`src/rtl/punc_ctrl_fsm.sv`:
```
// punc_ctrl_fsm -- multi-cycle control unit for the PUnC LC3 core.
// Sequences FETCH / DECODE / EXEC over a req/ack memory, with a second
// memory phase (IND) for LDI/STI, single-step debug, a memory-wait timeout
// fault and a retired-instruction counter.
// Ports:
//   clk, rst            clock and synchronous active-high reset
//   ir, cc_nzp          instruction register and {n,z,p} condition codes
//   mem_ack             memory completes the access this cycle
//   step_en, step_go    single-step enable and release pulse
//   mem_req/mem_we/mem_asel   memory request, write flag, address select
//   ir_ld, mdr_ld, pc_ld, pc_sel, rf_we, rf_wsel, alu_op, cc_ld
//                       datapath load strobes and mux selects
//   halted, fault, retired    status: HALT state, sticky fault, count
module punc_ctrl_fsm #(
  parameter int IR_W    = 16,
  parameter int TMO_W   = 8,
  parameter int TMO_MAX = 200,
  parameter int RET_W   = 32
) (
  input  logic             clk,
  input  logic             rst,
  input  logic [IR_W-1:0]  ir,
  input  logic [2:0]       cc_nzp,
  input  logic             mem_ack,
  input  logic             step_en,
  input  logic             step_go,
  output logic             mem_req,
  output logic             mem_we,
  output logic [1:0]       mem_asel,
  output logic             ir_ld,
  output logic             mdr_ld,
  output logic             pc_ld,
  output logic [1:0]       pc_sel,
  output logic             rf_we,
  output logic [1:0]       rf_wsel,
  output logic [1:0]       alu_op,
  output logic             cc_ld,
  output logic             halted,
  output logic [1:0]       fault,
  output logic [RET_W-1:0] retired
);

  typedef enum logic [2:0] {
    S_FETCH     = 3'd0,
    S_DECODE    = 3'd1,
    S_EXEC      = 3'd2,
    S_IND       = 3'd3,
    S_STEP_WAIT = 3'd4,
    S_HALT      = 3'd5
  } state_t;

  localparam logic [3:0] OP_BR   = 4'b0000;
  localparam logic [3:0] OP_ADD  = 4'b0001;
  localparam logic [3:0] OP_LD   = 4'b0010;
  localparam logic [3:0] OP_ST   = 4'b0011;
  localparam logic [3:0] OP_JSR  = 4'b0100;
  localparam logic [3:0] OP_AND  = 4'b0101;
  localparam logic [3:0] OP_LDR  = 4'b0110;
  localparam logic [3:0] OP_STR  = 4'b0111;
  localparam logic [3:0] OP_RTI  = 4'b1000;
  localparam logic [3:0] OP_NOT  = 4'b1001;
  localparam logic [3:0] OP_LDI  = 4'b1010;
  localparam logic [3:0] OP_STI  = 4'b1011;
  localparam logic [3:0] OP_JMP  = 4'b1100;
  localparam logic [3:0] OP_RES  = 4'b1101;
  localparam logic [3:0] OP_LEA  = 4'b1110;
  localparam logic [3:0] OP_TRAP = 4'b1111;

  localparam logic [TMO_W-1:0] TMO_LAST = TMO_W'(TMO_MAX - 1);

  state_t            state_r, case_n_s, state_n;
  logic [1:0]        fault_r, case_fault_s, fault_n;
  logic [RET_W-1:0]  retired_r;
  logic [TMO_W-1:0]  tmo_cnt_r;
  state_t            done_n_s;
  logic              done_s, tmo_hit_s;
  logic [3:0]        opcode_s;
  logic              req_s, we_s, ir_ld_s, mdr_ld_s, pc_ld_s, rf_we_s, cc_ld_s;
  logic [1:0]        asel_s, pc_sel_s, rf_wsel_s, alu_op_s;
  logic              unused_ir_s;

  assign opcode_s    = ir[IR_W-1 -: 4];
  assign unused_ir_s = ^ir;
  // Where a finished instruction goes; step_en only matters at completion.
  assign done_n_s    = step_en ? S_STEP_WAIT : S_FETCH;
  // The last permitted wait cycle without an ack trips the timeout.
  assign tmo_hit_s   = req_s & ~mem_ack & (tmo_cnt_r == TMO_LAST);

  // Per-state strobe decode and nominal next state.
  always_comb begin
    case_n_s     = state_r;
    case_fault_s = fault_r;
    done_s       = 1'b0;
    req_s        = 1'b0;
    we_s         = 1'b0;
    asel_s       = 2'd0;
    ir_ld_s      = 1'b0;
    mdr_ld_s     = 1'b0;
    pc_ld_s      = 1'b0;
    pc_sel_s     = 2'd0;
    rf_we_s      = 1'b0;
    rf_wsel_s    = 2'd0;
    alu_op_s     = 2'd0;
    cc_ld_s      = 1'b0;
    case (state_r)
      S_FETCH: begin
        req_s = 1'b1;
        if (mem_ack) begin
          ir_ld_s  = 1'b1;
          pc_ld_s  = 1'b1;
          case_n_s = S_DECODE;
        end else begin
          case_n_s = S_FETCH;
        end
      end
      S_DECODE: begin
        case (opcode_s)
          OP_RTI, OP_RES: begin
            case_n_s     = S_HALT;
            case_fault_s = 2'd1;
          end
          OP_TRAP: case_n_s = S_HALT;
          default: case_n_s = S_EXEC;
        endcase
      end
      S_EXEC: begin
        case (opcode_s)
          OP_ADD, OP_AND, OP_NOT: begin
            rf_we_s  = 1'b1;
            cc_ld_s  = 1'b1;
            alu_op_s = (opcode_s == OP_ADD) ? 2'd0 :
                       (opcode_s == OP_AND) ? 2'd1 : 2'd2;
            done_s   = 1'b1;
          end
          OP_LEA: begin
            rf_we_s   = 1'b1;
            rf_wsel_s = 2'd3;
            cc_ld_s   = 1'b1;
            done_s    = 1'b1;
          end
          OP_BR: begin
            if ((ir[11:9] & cc_nzp) != 3'b000) begin
              pc_ld_s  = 1'b1;
              pc_sel_s = 2'd1;
            end else begin
              pc_ld_s  = 1'b0;
            end
            done_s = 1'b1;
          end
          OP_JMP: begin
            pc_ld_s  = 1'b1;
            pc_sel_s = 2'd3;
            done_s   = 1'b1;
          end
          OP_JSR: begin
            // Link write and PC load share a cycle; the RF read port still
            // holds the old base register, so JSRR through R7 is safe.
            rf_we_s   = 1'b1;
            rf_wsel_s = 2'd2;
            pc_ld_s   = 1'b1;
            pc_sel_s  = ir[11] ? 2'd2 : 2'd3;
            done_s    = 1'b1;
          end
          OP_LD, OP_LDR: begin
            req_s  = 1'b1;
            asel_s = (opcode_s == OP_LD) ? 2'd1 : 2'd2;
            if (mem_ack) begin
              rf_we_s   = 1'b1;
              rf_wsel_s = 2'd1;
              cc_ld_s   = 1'b1;
              done_s    = 1'b1;
            end else begin
              done_s    = 1'b0;
            end
          end
          OP_ST, OP_STR: begin
            req_s  = 1'b1;
            we_s   = 1'b1;
            asel_s = (opcode_s == OP_ST) ? 2'd1 : 2'd2;
            done_s = mem_ack;
          end
          OP_LDI, OP_STI: begin
            // First phase always reads the pointer word into MDR.
            req_s  = 1'b1;
            asel_s = 2'd1;
            if (mem_ack) begin
              mdr_ld_s = 1'b1;
              case_n_s = S_IND;
            end else begin
              case_n_s = S_EXEC;
            end
          end
          default: case_n_s = S_HALT;
        endcase
        if (done_s) begin
          case_n_s = done_n_s;
        end else begin
          case_fault_s = fault_r;
        end
      end
      S_IND: begin
        req_s  = 1'b1;
        asel_s = 2'd3;
        we_s   = (opcode_s == OP_STI);
        if (mem_ack) begin
          if (opcode_s == OP_LDI) begin
            rf_we_s   = 1'b1;
            rf_wsel_s = 2'd1;
            cc_ld_s   = 1'b1;
          end else begin
            rf_we_s   = 1'b0;
          end
          done_s   = 1'b1;
          case_n_s = done_n_s;
        end else begin
          case_n_s = S_IND;
        end
      end
      S_STEP_WAIT: begin
        if (step_go) begin
          case_n_s = S_FETCH;
        end else begin
          case_n_s = S_STEP_WAIT;
        end
      end
      S_HALT:  case_n_s = S_HALT;
      default: case_n_s = S_FETCH;
    endcase
  end

  // Timeout overrides the nominal transition.
  always_comb begin
    if (tmo_hit_s) begin
      state_n = S_HALT;
      fault_n = 2'd2;
    end else begin
      state_n = case_n_s;
      fault_n = case_fault_s;
    end
  end

  // Output strobes, forced quiet while reset is held.
  always_comb begin
    if (rst) begin
      mem_req  = 1'b0;
      mem_we   = 1'b0;
      mem_asel = 2'd0;
      ir_ld    = 1'b0;
      mdr_ld   = 1'b0;
      pc_ld    = 1'b0;
      pc_sel   = 2'd0;
      rf_we    = 1'b0;
      rf_wsel  = 2'd0;
      alu_op   = 2'd0;
      cc_ld    = 1'b0;
    end else begin
      mem_req  = req_s;
      mem_we   = we_s;
      mem_asel = asel_s;
      ir_ld    = ir_ld_s;
      mdr_ld   = mdr_ld_s;
      pc_ld    = pc_ld_s;
      pc_sel   = pc_sel_s;
      rf_we    = rf_we_s;
      rf_wsel  = rf_wsel_s;
      alu_op   = alu_op_s;
      cc_ld    = cc_ld_s;
    end
  end

  // State, fault, retired counter and memory-wait counter.
  always_ff @(posedge clk) begin
    if (rst) begin
      state_r   <= S_FETCH;
      fault_r   <= 2'd0;
      retired_r <= {RET_W{1'b0}};
      tmo_cnt_r <= {TMO_W{1'b0}};
    end else begin
      state_r <= state_n;
      fault_r <= fault_n;
      if (done_s) begin
        retired_r <= retired_r + RET_W'(1);
      end
      if (state_n != state_r) begin
        tmo_cnt_r <= {TMO_W{1'b0}};
      end else if (req_s && !mem_ack) begin
        tmo_cnt_r <= tmo_cnt_r + TMO_W'(1);
      end
    end
  end

  assign halted  = (state_r == S_HALT);
  assign fault   = fault_r;
  assign retired = retired_r;

endmodule

```
`config.mk`:
```
export PLATFORM = sky130hd
export DESIGN_NAME = punc_ctrl_fsm
export DESIGN_NICKNAME = d
export VERILOG_FILES = /design/src/rtl/punc_ctrl_fsm.sv
export SDC_FILE = /design/constraint.sdc
export NUM_CORES = 1
export LEC_CHECK = 0
export ABC_AREA = 1
export ABC_CLOCK_PERIOD_IN_PS = 3600
export BUFFER_PORTS_ARGS = -buffer_cell sky130_fd_sc_hd__buf_2
export CORE_ASPECT_RATIO = 1.1
export CORE_MARGIN = 2
export CORE_UTILIZATION = 35
export DETAILED_ROUTE_END_ITERATION = 7
export MAX_ROUTING_LAYER = met4
export PLACE_DENSITY = 0.6
export RECOVER_POWER = 100
export SETUP_SLACK_MARGIN = 0.2
export SLEW_MARGIN = 20
export SYNTH_ARGS = -nofsm -noshare
export SYNTH_HDL_FRONTEND = slang
export SYNTH_SLANG_ARGS = --single-unit
```
`constraint.sdc`:
```
create_clock -name clk -period 3.6 [get_ports clk]
set_input_delay 0.36 -clock clk [delete_from_list [all_inputs] [get_ports clk]]
set_output_delay 0.36 -clock clk [all_outputs]
set_load 0.03 [all_outputs]
```
== Word-level counts from Yosys, hierarchy flattened ==
Index checks and enable logic that the tools add are counted.
Widths: inputs -> output; s select.

* Memories kept: 0
* Register bits: 45
* Word-level logic and storage cells: 118
* Memory bits (writable): 0
* Bits in read-only memories: 0
* Latch bits: 0

* Add/subtract/negate cells: 2
* Divide/modulo/power cells: 0
* Eq/ne operators: 22
* Bitwise operators: 4
* Mux-type cells: 61
* Reduce and logical (&&, ||, !) cells: 24
* Multiply operators: 0
* Order comparisons: 0
* Shifts and indexed selects: 0

{| class="wikitable"
|+ Operator list
! operator !! count
|-
| $add 32x1->32 const B || 1
|-
| $eq 4x4->1 const B || 8
|-
| $mux 2 || 14
|-
| $mux 1 || 24
|-
| $mux 3 || 6
|-
| $pmux 1 s2 || 9
|-
| $pmux 2 s3 || 3
|-
| $pmux 3 s6 || 1
|-
| $eq 4x3->1 const B || 4
|-
| $reduce_or 2->1 || 8
|-
| $reduce_or 11->1 || 1
|-
| $add 8x1->8 const B || 1
|-
| $eq 4x2->1 const B || 2
|-
| $eq 8x8->1 const B || 1
|-
| $pmux 2 s2 || 2
|-
| $reduce_or 7->1 || 1
|-
| $eq 3x2->1 const B || 2
|-
| $eq 3x3->1 const B || 2
|-
| $pmux 3 s2 || 1
|-
| $reduce_or 3->1 || 2
|-
| $reduce_or 6->1 || 1
|-
| $reduce_or 5->1 || 1
|-
| $eq 4x1->1 const B || 1
|-
| $logic_not 4->1 || 1
|-
| other kinds (13) || 16
|}

== Longest topological paths before layout ==
Gate-level depths: netlist of run 1.

* Depth after elaboration: 9
* Depth in mapped cells: 15

== Worst setup path before layout of run 1 ==
Ideal clock, no wire load.

* Path kind: register -> output
* Start point: register state_r[1]
* End point: output alu_op[0]
* Arrival: 1879 ps
* Buffers on the path: 1
* Required time: 3240 ps
* Cell stages (with the launch flop): 6
* Path slack: 1361 ps
* Cells stage by stage: dfxtp_1 -> inv_2 -> nor3_4 -> buf_4 -> nand2_1 -> nor4_1

* Longest elaborated chain between the ends: 3

{| class="wikitable"
|+ RTL lines
! what !! RTL line !! text
|-
| from (decl) || 71 || <nowiki>state_t state_r, case_n_s, state_n;</nowiki>
|-
| from (signal assigned) || 279 || <nowiki>state_r <= state_n;</nowiki>
|-
| $eq 3x2->1 || 105 || <nowiki>case (state_r)</nowiki>
|-
| $mux 2 || 105 ||
|-
| $mux 2 || 244 || <nowiki>if (rst) begin</nowiki>
|-
| to (decl) || 36 || <nowiki>output logic [1:0] alu_op,</nowiki>
|}

No other way between the ends.

== Worst setup path after layout of run 1 ==
* Start point: register state_r[1]
* End point: register retired_r[1] (netlist: retired[1])

* Longest elaborated chain between the ends: 2
* Elaborated cells between the ends (all ways): 3

{| class="wikitable"
|+ RTL lines
! what !! RTL line !! text
|-
| $eq 3x2->1 || 105 ||
|-
| $pmux 1 s2 (*) || 105 ||
|-
| to (signal assigned) || 276 || <nowiki>retired_r <= {RET_W{1'b0}};</nowiki>
|-
| to (signal assigned) || 282 || <nowiki>retired_r <= retired_r + RET_W'(1);</nowiki>
|-
| to (decl) || 73 || <nowiki>logic [RET_W-1:0] retired_r;</nowiki>
|}

Mark *: on every way between the ends. The rest lies on a longest branch, timed or not.
A chain may end at the register's enable or synchronous reset.

==> results of run 1 <==
[placed cells by master, fill, tap and decap left out, drive strengths merged, types with 11 or more instances in the layout]
cell type	count
xor2	19
buf	15
a21oi	42
o21ai	11
clkbuf	57
nand3	35
nand2	140
nor2	53
nand4	13
nor3	24
dfxtp	45
inv	56
[sequential cells by signal, indices dropped and copies added (netlist names)]
signal,cells
retired,32
state_r,3
tmo_cnt_r,8
fault,2
[power by group]
part           internal [mW]  switching (mW)  total, mW  leakage (nW)
clock network          0.138           0.172      0.310        0.0385
logic                 0.0428           0.113      0.156         0.850
registers              0.504          0.0102      0.514         0.363
total                  0.684           0.295      0.980          1.25
[metal layers]
layer / global-route usage / routed length, um / up-vias
li1: - / - / 1642
met1: 0.2243 / 3677 / 1406
met2: 0.3144 / 3899 / 75
met3: 0.02679 / 328 / 12
met4: 0.04133 / 130 / 0
met5: - / 0 / -
[layout make-up]
type	count	area, um^2	area share
Clock buffer	7	76.32	0.02245
Clock inverter	1	7.507	0.002208
Inverter	57	214.0	0.06294
Multi-Input combinational cell	360	1797	0.5285
Sequential cell	45	900.9	0.2650
Tap cell	111	138.9	0.04085
Timing Repair Buffer	65	265.3	0.07803
[metrics by stage]
step           total power, mW    util  hold WS, ps  instance area [um^2]
2_1_floorplan           0.6531       -        533.5                  3022
3_3_place_gp            0.6890  0.4087        452.9                  3418
3_5_place_dp            0.6906  0.4087        462.5                  3418
4_1_cts                  1.005  0.4187        474.8                  3502
5_1_grt                  1.033  0.4064        498.7                  3400
6_report                0.9797  0.4064        475.0                  3400
[path summary, 6_finish.rpt]
path	end	slack [ps]	depth (start not counted)
worst max-delay path	retired[1]	900	7
worst min-delay path	fault[1]	470	2
worst max register to register	retired[1]	900	7
worst min register to register	fault[1]	470	2
[cell families (layout without fill, tap and decap cells)]
logic type | Yosys count | count (layout) | synth area share
AO/OA/AOI/OAI | 55 | 55 | 0.09234
AND/OR/NAND/NOR | 274 | 274 | 0.4224
flip-flops | 45 | 45 | 0.2981
buffers and inverters | 69 | 130 | 0.09400
multiplexers | 1 | 1 | 0.003726
XOR/XNOR | 28 | 28 | 0.08116
adder cells (fa/ha/maj) | 2 | 2 | 0.008280
[worst min-delay path, stage by stage (launching register included)]
cell     delay [ps]
dfxtp_1         310
nand2_1          60
a21oi_1          60
==> results.yml, run 1 <==
place:
  pre_cts_ws_ps: 1380
  io_buffers: 64
  dp.cells: 638
  gp_congestion: 0.9379
  hpwlAfterDp_um: 6095
cts:
  root_buffer: "clkbuf_8"
  ctsLongestPathBuffers: 2
  clkSinkCount: 45
  insertion_delay_ps: 300
  numCtsBuffers: 5
  ctsResizeCount: 0
  cts_max_level: 2
  cts_tree: "done"
  post-cts-setup-buffer-count: 0
  cts_hold_buf: 0
  clk_pin_slew_ps: 90
layout:
  final_nets: 560
  drive_gt1_frac: 0.09159
  synthToLayoutAreaGrowth_pct: 12.51
  n_fill_cell: 945
  stdcell_count: 646
  insertedDiodeCount: 0
power:
  power_leakage_nw: 1.251
  vdd_drop_max_mv: 0.1742
  power_density_mw_per_mm2: 288.2
floorplan:
  fp-row-count: 35
  ioPinCount: 74
  start_util: 0.3613
  die_h_um: 101.5
  fp.coreArea_mm2: 0.008364
  dieArea_mm2: 0.009393
  die_w_um: 92.59
detailed_routing:
  vias: 3135
  drt_iter0_drc: 94
  via_per_inst: 4.853
  dr.pass1.iters: 4
  ant_nets: 0
  wire_per_inst_um: 12.44
  drc: 0
  routed_wl_um: 8035
critical_path:
  max_stage_delay_ps: 750
  critical_path.top_delay_family: "simple AND/OR/NAND/NOR gates"
  crit_type: "flop to flop"
  r2r-start: "state_r[1]"
  endpoint_kind: "flop"
  arrival_ps: 2880
  critPathMaxFanout: 31
  required_ps: 3780
  cp_slowest_cell: "nand2_1"
  path_buf_inv: 2
  cp-startpoint: "state_r[1]"
  critPathLaunchType: "flop"
  cp_cell_sequence: "inv_1, nor3_4, nand2_2, nand2_1, inv_2, o21ai_0, a21oi_1"
synthesis:
  synth_area_per_cell_um2: 6.375
  yosysUniqueCellTypes: 33
  synthCells: 474
  synth_edf_count: 0
  synth.most_common_cell: "nand2_1"
  yosysTopAreaCell: "dfxtp_1"
  ys.flop_type: "dfxtp_1"
  async_reset_ff_frac: 0
  synth-seq-cells: 45
  synth-seq-area-share: 0.2981
  synth_commonest_cells: "132 x nand2_1, 49 x inv_1, 45 x dfxtp_1"
  synth_top_area_frac: 0.2981
  synth_nets: 500
  netlist_area_mm2: 0.003022
  synth_area_leaders: "dfxtp_1 30%, nand2_1 16%, a21oi_1 7.0%"
  synth_warnings: 0
sta:
  worst_pin_slew_ps: 1003
  relSlewSlack: 0.3299
  rsz0062_at_grt: "no"
  fin_tns_setup_ps: 0
  period_needed_ps: 2702
  hold_viol_final: 0
  fmax_ghz: 0.3702
  clock_skew_ps: 10.47
  setup_slack_ps: 898.4
  finalSetupViolCount: 0
  maxSlewViolCount: 0
  fin_crit_sh: 0.7504
global_route:
  grt_pass1_vias: 2934
  grt_pass1_wl_um: 13610
  grt_max_degree: 34
  track_usage: 0.1816
  grt_remaining_overflow: 0
  antenna_found_initial: 0
job:
  drv_cap: 0
status:
  status: "finished clean"
hold_path:
  hold_class: "flop to flop"
  holdCritStartpoint: "fault[1]"
Power figures use the tool's default switching activity.
==> run 2, diff against run 1 <==
--- a/config.mk
+++ b/config.mk
@@ -6,14 +6,14 @@
 export NUM_CORES = 1
 export LEC_CHECK = 0
 export ABC_AREA = 1
-export ABC_CLOCK_PERIOD_IN_PS = 3600
+export ABC_CLOCK_PERIOD_IN_PS = 2200
 export BUFFER_PORTS_ARGS = -buffer_cell sky130_fd_sc_hd__buf_2
 export CORE_ASPECT_RATIO = 1.1
 export CORE_MARGIN = 2
 export CORE_UTILIZATION = 35
 export DETAILED_ROUTE_END_ITERATION = 7
 export MAX_ROUTING_LAYER = met4
-export PLACE_DENSITY = 0.6
+export PLACE_DENSITY = 0.62
 export RECOVER_POWER = 100
 export SETUP_SLACK_MARGIN = 0.2
 export SLEW_MARGIN = 20
==> constraint.sdc (replaced) <==
create_clock -name clk -period 2.2 [get_ports clk]
set_input_delay 0.22 -clock clk [delete_from_list [all_inputs] [get_ports clk]]
set_output_delay 0.22 -clock clk [all_outputs]
set_load 0.03 [all_outputs]
==> results.yml, run 2 (synthesis results as in run 1) <==
detailed_routing:
  ant_nets: 0
  via_per_inst: 4.915
  drt_iter0_drc: 124
  routed_wl_um: 8019
  wire_per_inst_um: 12.22
  vias: 3224
  drc: 0
  dr.pass1.iters: 4
job:
  drv_cap: 0
global_route:
  antenna_found_initial: 0
  grt_remaining_overflow: 0
  grt_max_degree: 34
  grt_pass1_vias: 3066
  track_usage: 0.1834
  grt_pass1_wl_um: 13710
critical_path:
  crit_type: "flop to primary output"
  endpoint_kind: "primary output"
  cp_cell_sequence: "nor3_4, buf_6, nand2_2, nor4_4, clkbuf_2"
  critical_path.top_delay_family: "simple AND/OR/NAND/NOR gates"
  path_buf_inv: 2
  max_stage_delay_ps: 410
  critPathMaxFanout: 6
  required_ps: 1980
  cp_slowest_cell: "dfxtp_1"
  critPathLaunchType: "flop"
  arrival_ps: 1790
cts:
  numCtsBuffers: 5
  clkSinkCount: 45
  root_buffer: "clkbuf_8"
  cts_tree: "done"
  cts_max_level: 2
  ctsLongestPathBuffers: 2
  clk_pin_slew_ps: 90
  insertion_delay_ps: 310
layout:
  final_nets: 570
  drive_gt1_frac: 0.1339
  largest_reg_flops: 32
  stdcell_count: 656
  insertedDiodeCount: 0
  final_common_cell: "nand2_1"
  mostFrequentLayoutCells: "135 x nand2_1, 49 x inv_1, 46 x clkbuf_1, 43 x dfxtp_1, 42 x a21oi_1"
  synthToLayoutAreaGrowth_pct: 17.18
  n_fill_cell: 942
place:
  pre_cts_ws_ps: 254.6
  io_buffers: 64
  dp.cells: 645
  hpwlAfterDp_um: 6282
  gp_congestion: 0.9245
sta:
  worst_pin_slew_ps: 437.2
  setup_slack_ps: 189.8
  clock_skew_ps: 6.516
  hold_viol_final: 0
  fin_crit_sh: 0.9137
  finalSetupViolCount: 0
  rsz0062_at_grt: "no"
  period_needed_ps: 2010
  relSlewSlack: 0.7098
  fmax_ghz: 0.4975
  hold_slack_ps: 383.9
  fin_tns_setup_ps: 0
  maxSlewViolCount: 0
floorplan:
  ioPinCount: 74
  fp-row-count: 35
  start_util: 0.3613
  dieArea_mm2: 0.009393
  die_h_um: 101.5
  die_w_um: 92.59
  fp.coreArea_mm2: 0.008364
power:
  power_leakage_nw: 1.333
  power_density_mw_per_mm2: 465.9
  power_mw: 1.650
  vdd_drop_max_mv: 0.2408
hold_path:
  hold_class: "input port to flop"
status:
  status: "finished clean"
[run 2: cell types whose count changed in the layout (fill, tap and decap cells not counted), sizes merged]
cell    delta
buf       +10
clkbuf     -2
clkinv     +1
inv        +1
[run 2: layer usage]
layer,GRT usage,up-vias,part of all wire
li1,-,1665,-
met1,0.2170,1452,0.45
met2,0.3088,87,0.48
met3,0.03051,20,0.049
met4,0.07807,0,0.024
met5,-,-,0
[run 2: where the power goes]
| group | leakage, nW | switching [mW] | internal (mW) |
|---|---|---|---|
| Sequential | 0.364 | 0.0150 | 0.825 |
| Combinational | 0.925 | 0.194 | 0.0860 |
| Clock | 0.0445 | 0.305 | 0.226 |
[run 2: what timing repair did]
action	in CTS	in global routing
gates resized for setup	2	12
hold buffers	0	0
setup buffers	1	2
pin swaps	1	2
endpoints found under the setup margin	8	10
[run 2: worst paths after layout]
path	from	endpoint	slack, ps	cells past startpoint
max	state_r[0]	alu_op[1]	190	5
min	step_en	state_r[2]	380	5
max reg2reg	state_r[0]	tmo_cnt_r[1]	280	11
min reg2reg	fault[1]	fault[1]	480	2
[run 2: final cells by class]
class,count,area [um^2],share of cell area
clock buffers,5,68.82,0.01943
clock inverters,3,21.27,0.006007
inverters,57,214.0,0.06042
multi-input cells,360,1846,0.5212
flip-flops and latches,45,905.9,0.2558
well taps,111,138.9,0.03922
repair buffers,75,346.6,0.09788
[run 2: worst min-delay path, cell delays in order]
cell and delay (ps):
buf_2 90, nand3_1 90, inv_1 70, nor2_1 50, a21oi_1 130
[run 2: metrics by stage]
step | instance area (um^2) | utilization
2_1_floorplan | 3022 | -
3_3_place_gp | 3471 | 0.4150
3_5_place_dp | 3471 | 0.4150
4_1_cts | 3572 | 0.4271
5_1_grt | 3541 | 0.4233
6_report | 3541 | 0.4233
==> run 3, diff against run 2 <==
--- a/config.mk
+++ b/config.mk
@@ -10,10 +10,10 @@
 export BUFFER_PORTS_ARGS = -buffer_cell sky130_fd_sc_hd__buf_2
 export CORE_ASPECT_RATIO = 1.1
 export CORE_MARGIN = 2
-export CORE_UTILIZATION = 35
+export CORE_UTILIZATION = 49
 export DETAILED_ROUTE_END_ITERATION = 7
 export MAX_ROUTING_LAYER = met4
-export PLACE_DENSITY = 0.62
+export PLACE_DENSITY = 0.81
 export RECOVER_POWER = 100
 export SETUP_SLACK_MARGIN = 0.2
 export SLEW_MARGIN = 20
==> results.yml, run 3 (synthesis results as in run 1) <==
detailed_routing:
  drt_iter0_drc: 111
  ant_nets: 0
  wire_per_inst_um: 12.11
  dr.pass1.iters: 4
  via_per_inst: 5.135
  drc: 0
  routed_wl_um: 7521
  vias: 3189
global_route:
  met1_usage: 0.2717
  track_usage: 0.2367
  grt.busiest_layer: "met2"
  grt_pass1_wl_um: 12840
  grt_pass1_vias: 2931
  grt.met2_usage: 0.4141
  antenna_found_initial: 0
  grt_max_degree: 34
  grt_remaining_overflow: 0
  gr-usage-met3: 0.03750
status:
  status: "finished clean"
critical_path:
  crit_type: "flop to primary output"
  required_ps: 1980
  arrival_ps: 1760
  critPathMaxFanout: 8
  cp_cell_sequence: "inv_2, nor3_4, buf_4, nand2_1, a21oi_1, clkbuf_1"
  max_stage_delay_ps: 390
  rrSetupSlack_ps: 300
  endpoint_kind: "primary output"
  r2r-end: "tmo_cnt_r[6]"
  worstRegToRegCells: 12
  cp_slowest_cell: "dfxtp_2"
  r2r-start: "state_r[1]"
  critPathLaunchType: "flop"
power:
  power_density_mw_per_mm2: 469.5
  power_leakage_nw: 1.309
  power_mw: 1.613
  vdd_drop_max_mv: 0.2631
sta:
  worst_pin_slew_ps: 429.6
  maxSlewViolCount: 0
  hold_viol_final: 0
  period_needed_ps: 1981
  fin_tns_setup_ps: 0
  finalSetupViolCount: 0
  clock_skew_ps: 6.394
  hold_slack_ps: 361.8
  relSlewSlack: 0.7132
  fmax_ghz: 0.5048
  fin_crit_sh: 0.9005
  rsz0062_at_grt: "yes"
cts:
  cts_max_level: 2
  cts_tree: "done"
  root_buffer: "clkbuf_8"
  clk_pin_slew_ps: 90
  ctsLongestPathBuffers: 2
  numCtsBuffers: 5
  clkSinkCount: 45
  insertion_delay_ps: 300
  cts_hold_buf: 0
floorplan:
  fp-row-count: 30
  ioPinCount: 74
  fp.coreArea_mm2: 0.006081
  dieArea_mm2: 0.006812
  start_util: 0.4969
  die_h_um: 86.36
  die_w_um: 78.88
layout:
  largest_reg_flops: 32
  seq_area_um2: 903.4
  design_area_mm2: 0.003436
  n_fill_cell: 641
  multi_input_area_mm2: 0.001815
  insertedDiodeCount: 0
  mostFrequentLayoutCells: "133 x nand2_1, 49 x inv_1, 45 x clkbuf_1, 44 x nor2_1, 43 x dfxtp_1"
  final_nets: 566
  synthToLayoutAreaGrowth_pct: 13.71
  final_common_cell: "nand2_1"
  drive_gt1_frac: 0.1201
job:
  drv_cap: 0
place:
  io_buffers: 64
  hpwlAfterDp_um: 5736
  placed_cell_area_mm2: 0.003417
  gp_congestion: 0.9806
hold_path:
  hold_depth: 5
  whs_endpoint: "state_r[2]"
  holdCritStartpoint: "step_en"
  hold_class: "input port to flop"
[run 3: what timing repair did]
item | CTS | global route
pin swaps | 1 | 0
resized for setup | 1 | 6
endpoints found under the setup margin | 6 | 8
hold endpoints to repair | 0 | 0
buffers inserted | 1 | 0
[run 3: how the worst max path moves through the flow]
stage,from,endpoint
floorplan,state_r[1],alu_op[0]
global placement,ir[13],retired[1]
detailed placement,ir[14],retired[27]
CTS,state_r[1],alu_op[1]
global route,state_r[2],retired[15]
finish,state_r[1],rf_wsel[1]
[run 3: layer usage]
layer  up-vias  wire length (um)
met5         -                 0
met4         0               158
met3        16               369
met2        91              3714
met1      1416              3278
li1       1666                 -
[run 3: through the flow]
stage               setup slack, ps    util  std cells
floorplan                     101.3       -        474
global placement              358.1  0.5619        612
detailed placement            302.4  0.5619        612
CTS                           267.4  0.5778        621
global route                  84.96  0.5650        621
finish                        218.9  0.5650        621
[run 3: power by group]
group	leakage [nW]	internal, mW	switching [mW]
Clock	0.0374	0.224	0.279
Sequential	0.364	0.825	0.0143
Combinational	0.908	0.0821	0.189
[run 3: worst max-delay path: cells and delay by family, from the launching register on]
| kind | cells | cell delay, ps |
|---|---|---|
| and+or+nand+nor | 2 | 320 |
| DFF | 1 | 390 |
| AOI/OAI and AO/OA | 1 | 170 |
| buffers and inverters | 3 | 590 |
[run 3: area by class of cell]
class / instances / area share
Multi-Input combinational cell: 360 / 0.5284
Sequential cell: 45 / 0.2629
Timing Repair Buffer: 71 / 0.09177
Inverter: 57 / 0.06227
Tap cell: 80 / 0.02913
Clock buffer: 6 / 0.02112
Clock inverter: 2 / 0.004370
